$ cat config.mk
export PLATFORM = sky130hd
export DESIGN_NAME = data_plane_tx
export DESIGN_NICKNAME = d
export VERILOG_FILES = /design/src/rtl/dp_pkg.sv /design/src/rtl/dp_tx_fifo.sv /design/src/rtl/data_plane_tx.sv
export SDC_FILE = /design/constraint.sdc
export NUM_CORES = 1
export LEC_CHECK = 0
export ABC_CLOCK_PERIOD_IN_PS = 2740
export CAP_MARGIN = 20
export CORE_AREA = 2 2 211 213
export CTS_BUF_LIST = sky130_fd_sc_hd__clkbuf_8
export DETAILED_ROUTE_END_ITERATION = 10
export DIE_AREA = 0 0 213 215
export PLACE_DENSITY = 0.58
export SETUP_SLACK_MARGIN = 0.02
export SKIP_LAST_GASP = 1
export SLEW_MARGIN = 20
export SYNTH_ARGS = -nofsm -noshare
export SYNTH_HDL_FRONTEND = slang
export SYNTH_SLANG_ARGS = --single-unit
export TNS_END_PERCENT = 100
$ cat constraint.sdc
create_clock -name clk -period 2.74 [get_ports clk]
set_input_delay 0.685 -clock clk [delete_from_list [all_inputs] [get_ports clk]]
set_output_delay 0.685 -clock clk [all_outputs]
set_load 0.02 [all_outputs]
$ cat src/rtl/dp_pkg.sv
// Shared types and constants for the data-plane packet link.
package dp_pkg;
  localparam logic [15:0] IDLE_ID      = 16'hFFFF;
  localparam int          DP_BURST_LEN = 5;

  typedef struct packed {
    logic [15:0] dest;
    logic [15:0] data;
  } dp_packet_t;

  typedef enum logic [1:0] {IDLE, SEND, DONE} dp_tx_state_t;

  function automatic dp_packet_t idle_pkt();
    return '{dest: IDLE_ID, data: 16'h0000};
  endfunction
endpackage

$ cat src/rtl/dp_tx_fifo.sv
// Show-ahead FIFO for GPP words; read data is combinational from the head entry.
// Push on full is dropped unless a pop frees the slot in the same cycle.
module dp_tx_fifo #(
  parameter int DEPTH = 16,
  parameter int WIDTH = 16
) (
  input  logic                     clk,
  input  logic                     rst,
  input  logic                     push_i,
  input  logic [WIDTH-1:0]         wdata_i,
  input  logic                     pop_i,
  output logic [WIDTH-1:0]         rdata_o,
  output logic                     full_o,
  output logic                     empty_o,
  output logic [$clog2(DEPTH):0]   count_o
);
  localparam int AW = $clog2(DEPTH);
  localparam int CW = AW + 1;

  logic [WIDTH-1:0] mem_q [DEPTH];
  logic [AW-1:0]    wr_ptr_q, rd_ptr_q;
  logic [CW-1:0]    count_q, count_d;
  logic             do_push, do_pop;

  assign full_o  = (count_q == CW'(DEPTH));
  assign empty_o = (count_q == '0);
  assign count_o = count_q;
  assign rdata_o = mem_q[rd_ptr_q];

  assign do_pop  = pop_i && !empty_o;
  assign do_push = push_i && (!full_o || do_pop);

  always_comb begin
    count_d = count_q;
    case ({do_push, do_pop})
      2'b10:   count_d = count_q + CW'(1);
      2'b01:   count_d = count_q - CW'(1);
      default: count_d = count_q;
    endcase
  end

  always_ff @(posedge clk or posedge rst) begin
    if (rst) begin
      wr_ptr_q <= '0;
      rd_ptr_q <= '0;
      count_q  <= '0;
    end else begin
      if (do_push) wr_ptr_q <= wr_ptr_q + AW'(1);
      if (do_pop)  rd_ptr_q <= rd_ptr_q + AW'(1);
      count_q <= count_d;
    end
  end

  // Storage needs no reset: pointers and count define which entries are live.
  always_ff @(posedge clk) begin
    if (do_push) mem_q[wr_ptr_q] <= wdata_i;
  end
endmodule

$ cat src/rtl/data_plane_tx.sv
// Data-plane transmitter: drains BURST_LEN FIFO words as {dest,data} packets per accepted tx_start.
// DP_TX_PAD_EN: accept short bursts (count >= 1) and pad missing beats with zero data.
module data_plane_tx
  import dp_pkg::*;
#(
  parameter int DEPTH     = 16,
  parameter int BURST_LEN = DP_BURST_LEN
) (
  input  logic        clk,
  input  logic        rst,
  input  logic [15:0] node_id,
  input  logic        gpp_wtr_dp,
  input  logic [15:0] gpp_tx_data,
  input  logic        tx_start,
  input  logic [15:0] tx_dest_id,
  output logic [31:0] data_tx_packet,
  output logic        data_tx_busy,
  output logic        data_tx_complete_flag,
  output logic        tx_reject,
  output logic        tx_full,
  output logic        tx_empty
);
  localparam int CNT_W  = $clog2(DEPTH) + 1;
  localparam int BEAT_W = (BURST_LEN > 1) ? $clog2(BURST_LEN) : 1;
  localparam logic [BEAT_W-1:0] LAST_BEAT = BEAT_W'(BURST_LEN - 1);

  dp_tx_state_t      state_q, state_d;
  logic [15:0]       dest_q, dest_d;
  logic [BEAT_W-1:0] beat_q, beat_d;
  dp_packet_t        pkt_q, pkt_d;
  logic              busy_q, busy_d;
  logic              complete_q, complete_d;
  logic              reject_q, reject_d;

  logic              fifo_pop;
  logic [15:0]       fifo_rdata;
  logic [CNT_W-1:0]  fifo_count;
  logic              id_ok, cnt_ok;

  dp_tx_fifo #(.DEPTH(DEPTH), .WIDTH(16)) u_fifo (
    .clk     (clk),
    .rst     (rst),
    .push_i  (gpp_wtr_dp),
    .wdata_i (gpp_tx_data),
    .pop_i   (fifo_pop),
    .rdata_o (fifo_rdata),
    .full_o  (tx_full),
    .empty_o (tx_empty),
    .count_o (fifo_count)
  );

  assign id_ok = (tx_dest_id != node_id) && (tx_dest_id != IDLE_ID);
`ifdef DP_TX_PAD_EN
  assign cnt_ok = (fifo_count != '0);
`else
  assign cnt_ok = (fifo_count >= CNT_W'(BURST_LEN));
`endif

  always_comb begin
    state_d    = state_q;
    dest_d     = dest_q;
    beat_d     = beat_q;
    pkt_d      = pkt_q;
    busy_d     = busy_q;
    complete_d = 1'b0;
    reject_d   = 1'b0;
    fifo_pop   = 1'b0;
    case (state_q)
      IDLE: begin
        pkt_d = idle_pkt();
        if (tx_start) begin
          if (id_ok && cnt_ok) begin
            dest_d  = tx_dest_id;
            beat_d  = '0;
            busy_d  = 1'b1;
            state_d = SEND;
          end else begin
            reject_d = 1'b1;
          end
        end
      end
      SEND: begin
        // An empty FIFO here only occurs on padded bursts; emit zero data without popping.
        fifo_pop = !tx_empty;
        pkt_d    = '{dest: dest_q, data: tx_empty ? 16'h0000 : fifo_rdata};
        beat_d   = beat_q + BEAT_W'(1);
        if (beat_q == LAST_BEAT) begin
          beat_d  = '0;
          state_d = DONE;
        end
      end
      DONE: begin
        pkt_d      = idle_pkt();
        complete_d = 1'b1;
        busy_d     = 1'b0;
        state_d    = IDLE;
      end
      default: state_d = IDLE;
    endcase
  end

  always_ff @(posedge clk or posedge rst) begin
    if (rst) begin
      state_q    <= IDLE;
      dest_q     <= IDLE_ID;
      beat_q     <= '0;
      pkt_q      <= idle_pkt();
      busy_q     <= 1'b0;
      complete_q <= 1'b0;
      reject_q   <= 1'b0;
    end else begin
      state_q    <= state_d;
      dest_q     <= dest_d;
      beat_q     <= beat_d;
      pkt_q      <= pkt_d;
      busy_q     <= busy_d;
      complete_q <= complete_d;
      reject_q   <= reject_d;
    end
  end

  assign data_tx_packet        = pkt_q;
  assign data_tx_busy          = busy_q;
  assign data_tx_complete_flag = complete_q;
  assign tx_reject             = reject_q;
endmodule

==> summary.md <==
| Metric | Value |
|---|---|
| CP peak stage delay | `450 ps` |
| Slew headroom | `around a third` |
| Comb power frac | `32.9%` |
| CTS Buf Count | `52` |
| Initial antenna violation count | `0` |
| Int Power | `11,290 uW` |
| Vias/cell | `about 4.6` |
| CTS Buffer Depth | `3` |
| # H-tree levels | `2` |
| Share of cells above drive strength 1 | `30.63%` |
| Net Count, Synth | `724` |
| Final min period | `2637 ps` |
| Flop pwr share | `41.7%` |
| Clock transition at path regs | `~60 ps` |
| Total power | `16,390 uW` |
| Critical path peak fanout | `5` |
| Starting density of the core | `29.56%` |
| Largest net degree at the start of global routing | `56` |
| MaxCap Viol Count | `0` |
| Antenna-violating nets left | `0` |
| Final period utilization | `96.23%` |
| Register area share after synthesis | `73.29%` |
| Met2 wire len | `13,660 microns` |
| Clock insertion delay at the later pin of the skew report | `600 ps` |
| Switching share of power | `~31%` |
| Synth Area in Simple Gates | `between 4 and 5%` |
| CP Class | `register to primary output` |
| TritonRoute pass-1 iters | `4` |
| Global-route wire length before repair | `~44,000 microns` |
| Crit path DAT | `about 2000 ps` |
| Total die area | `between 40,000 and 50,000 sq um` |
| Hold crit path type | `input port to asynchronous set/reset pin` |
| Clk root buf | `clkbuf_8` |
| Total grt overflow | `0` |
| Starting DRT DRC Count | `slightly above 400` |
| Critical path cell sequence | `or3_4 > nor3_2 > clkdlybuf4s15_2` |
| Site Rows | `77` |
| Status | `completed` |
| DRC | `0` |
| Final antenna diode count | `0` |
| Cell Count, Final, Fillers Out | `1,467` |
| Nets | `895` |
| Synthesized netlist cell count | `661` |
| Pwr/cell area | `~1000 nW/um^2` |
| Area share of fa/ha/maj cells after synthesis | `1.125%` |
| Area grow syn2layout | `24.88%` |
| Synth warn | `0` |
| RSZ-0062 raised after global routing | `false` |
| DP Area | `15,020 sq um` |
| CTS tree | `done` |
| Post-Synth XOR/XNOR Area | `1.765%` |
| Die Span Y | `215 microns` |
| Multiplexer share of the synthesized area | `between 10% and 20%` |
| CP endpoint kind | `primary output` |
| Mean post-synth cell area | `just under 20 sq um` |
| Post-synthesis compound-gate area fraction | `under 10%` |
| Mapped Area | `12,900 sq um` |
| Crit-path slowest cell | `or3_4` |
| Core Area | `43,640 sq um` |
| DP HPWL | `18,520 microns` |
| Final wirelength | `29,150 microns` |
| Num ports | `89` |
| NetSw | `5102 uW` |
| VDD IR-drop max | `0.5070 mV` |
| Via count | `6,750` |
| Setup TNS Final | `0 ps` |
| Final setup violation count | `0` |
| Met1 WL | `approximately 13,000 microns` |
| Max Clock Skew | `37.46 ps` |
| Fmax | `0.3793 GHz` |
| Critical Path RT | `2060 ps` |
| Fin. max-slew vios | `0` |
| Max layer used | `met4` |
| Met3 wire length | `1883 microns` |
| Number of global-route vias before repair | `7,134` |
| Final instance area | `16,110 sq um` |
| Post-synth EDFFs | `256` |
| CTS resizes | `8` |
| Top FF cell, synth | `edfxtp_1` |
| Hold_ws | `approximately 400 ps` |
| Synth cell types | `46` |
| # hold bufs at CTS | `0` |
| Lkg Pwr | `0.005571 uW` |
| Postcts setup bufs | `0` |
| Final Hold Viols | `0` |
| Placed insts | `between 1,000 and 1,500` |
| GP Congestion | `0.7351` |
| Largest family of logic cells by synthesized area | `multiplexers` |
| Ys async rst share | `a little over a fifth` |
| Die Span X | `between 200 and 250 microns` |
| Worst Max-Slew Pin Slew | `971.4 ps` |
| GRT Total Usage | `12.85%` |
| WL per Instance | `19.87 microns` |
| Critical Path Start Type | `register` |
| #FFs+latches synth | `325` |
| IO buf count | `88` |
| Clk pwr share | `25.4%` |
| Clock sinks | `325` |
cells in the final DEF (no fill, tap or decap), types with 4 or more instances in the layout:
| cell type | netlist | layout |
|---|---|---|
| buf_4 | 0 | 45 |
| nor2b_1 | 4 | 4 |
| dfrtp_1 | 37 | 35 |
| mux2_4 | 7 | 7 |
| clkbuf_8 | 0 | 66 |
| buf_12 | 0 | 14 |
| dfstp_2 | 32 | 32 |
| nand2_1 | 38 | 38 |
| clkinv_2 | 0 | 9 |
| nor2_1 | 7 | 7 |
| edfxtp_1 | 256 | 256 |
| a22oi_1 | 32 | 32 |
| inv_1 | 7 | 21 |
| mux2_2 | 12 | 12 |
| a22o_1 | 16 | 16 |
| ha_1 | 10 | 10 |
| nor3_1 | 7 | 5 |
| xnor2_1 | 24 | 24 |
| clkdlybuf4s50_1 | 0 | 86 |
| and2_1 | 18 | 18 |
| mux4_2 | 64 | 64 |
| nand4_1 | 9 | 9 |
| mux2i_1 | 16 | 16 |
| a21oi_1 | 6 | 5 |
| clkinv_1 | 0 | 5 |
cell type report:
class                           count  area (sq um)
Clock inverter                     31         172.7
Fill cell                        4088         27530
Timing Repair Buffer              147          1501
Tap cell                          592         740.7
Multi-Input combinational cell    299          3299
Clock buffer                       66         908.4
Inverter                            7         27.53
Sequential cell                   325          9459
Yosys cell counts (all sizes together) (2+ instances only):
| library cell | number | area (sq um) |
|---|---|---|
| and2 | 18 | 112.6 |
| nor2 | 7 | 26.28 |
| ha | 10 | 125.1 |
| xor2 | 2 | 17.52 |
| buf | 16 | 81.32 |
| mux2i | 17 | 182.7 |
| xnor2 | 24 | 210.2 |
| a21o | 2 | 15.01 |
| inv | 7 | 26.28 |
| a21oi | 6 | 30.03 |
| a22o | 16 | 140.1 |
| edfxtp | 256 | 7687 |
| nand4 | 9 | 56.30 |
| nor3 | 7 | 35.03 |
| dfstp | 32 | 840.8 |
| nand2 | 38 | 142.6 |
| dfrtp | 37 | 925.9 |
| nor2b | 4 | 25.02 |
| mux4 | 64 | 1441 |
| nand2b | 3 | 18.77 |
| mux2 | 19 | 240.2 |
| nor4 | 4 | 61.31 |
| a22oi | 32 | 240.2 |
| nor3b | 2 | 15.01 |
| clkbuf | 14 | 52.55 |
per-layer routing:
layer  global-route usage (%)  vias up
met5                        0        -
met4                    3.427        0
met3                    2.879       38
met2                    20.27      214
met1                    17.88     3494
li1                         -     3004
state kept, by name, summed over array words and instances (netlist names):
name and count:
u_fifo.wr_ptr_q 4, tx_reject 1, u_fifo.mem_q 256, u_fifo.count_o 5, data_tx_packet 32, dest_q 16
state_q 2, data_tx_busy 1, data_tx_complete_flag 1, u_fifo.rd_ptr_q 4, beat_q 3
power by group through the flow:
stage / Clock [uW] / Combinational, uW / Sequential, uW
6_report: 4160 / 5390 / 6840
5_1_grt: 4520 / 5860 / 6940
4_1_cts: 4280 / 5500 / 6850
3_5_place_dp: 0 / 5490 / 6940
3_3_place_gp: 0 / 5440 / 6920
2_1_floorplan: 0 / 3350 / 6970
worst max-delay path: cells and delay by family, from the launching register on:
| family | cells | cell delay [ps] |
|---|---|---|
| simple gates | 2 | 640 |
| flops | 1 | 440 |
| buf+inv | 1 | 300 |
cells by family after synthesis:
logic type | count (synthesis)
AO/OA/AOI/OAI | 65
XOR/XNOR | 26
adder cells (fa/ha/maj) | 11
buffers and inverters | 37
flip-flops | 325
multiplexers | 100
AND/OR/NAND/NOR | 97
final timing paths:
| check | from | to | slack (ps) | cells after the start |
|---|---|---|---|---|
| hold / removal | rst | data_tx_packet[7]$_DFFE_PP0P_ | 400 | 2 |
| setup / recovery | u_fifo.count_o[0]$_DFFE_PP0P_ | tx_empty | 100 | 3 |
| min in group clk | data_tx_packet[14]$_DFFE_PP0P_ | data_tx_packet[14]$_DFFE_PP0P_ | 500 | 1 |
| max in group asynchronous | rst | data_tx_packet[28]$_DFFE_PP1P_ | 1640 | 3 |
| hold reg to reg | data_tx_packet[14]$_DFFE_PP0P_ | data_tx_packet[14]$_DFFE_PP0P_ | 500 | 1 |
| setup reg to reg | u_fifo.count_o[0]$_DFFE_PP0P_ | u_fifo.count_o[4]$_DFFE_PP0P_ | 270 | 10 |
through the flow:
stage	setup WS (ps)	util, %
finish	103.3	36.91
global route	22.21	36.91
CTS	43.60	36.90
detailed placement	90.88	34.41
global placement	126.1	34.41
floorplan	179.7	-
(Power assumes the default switching activity.)
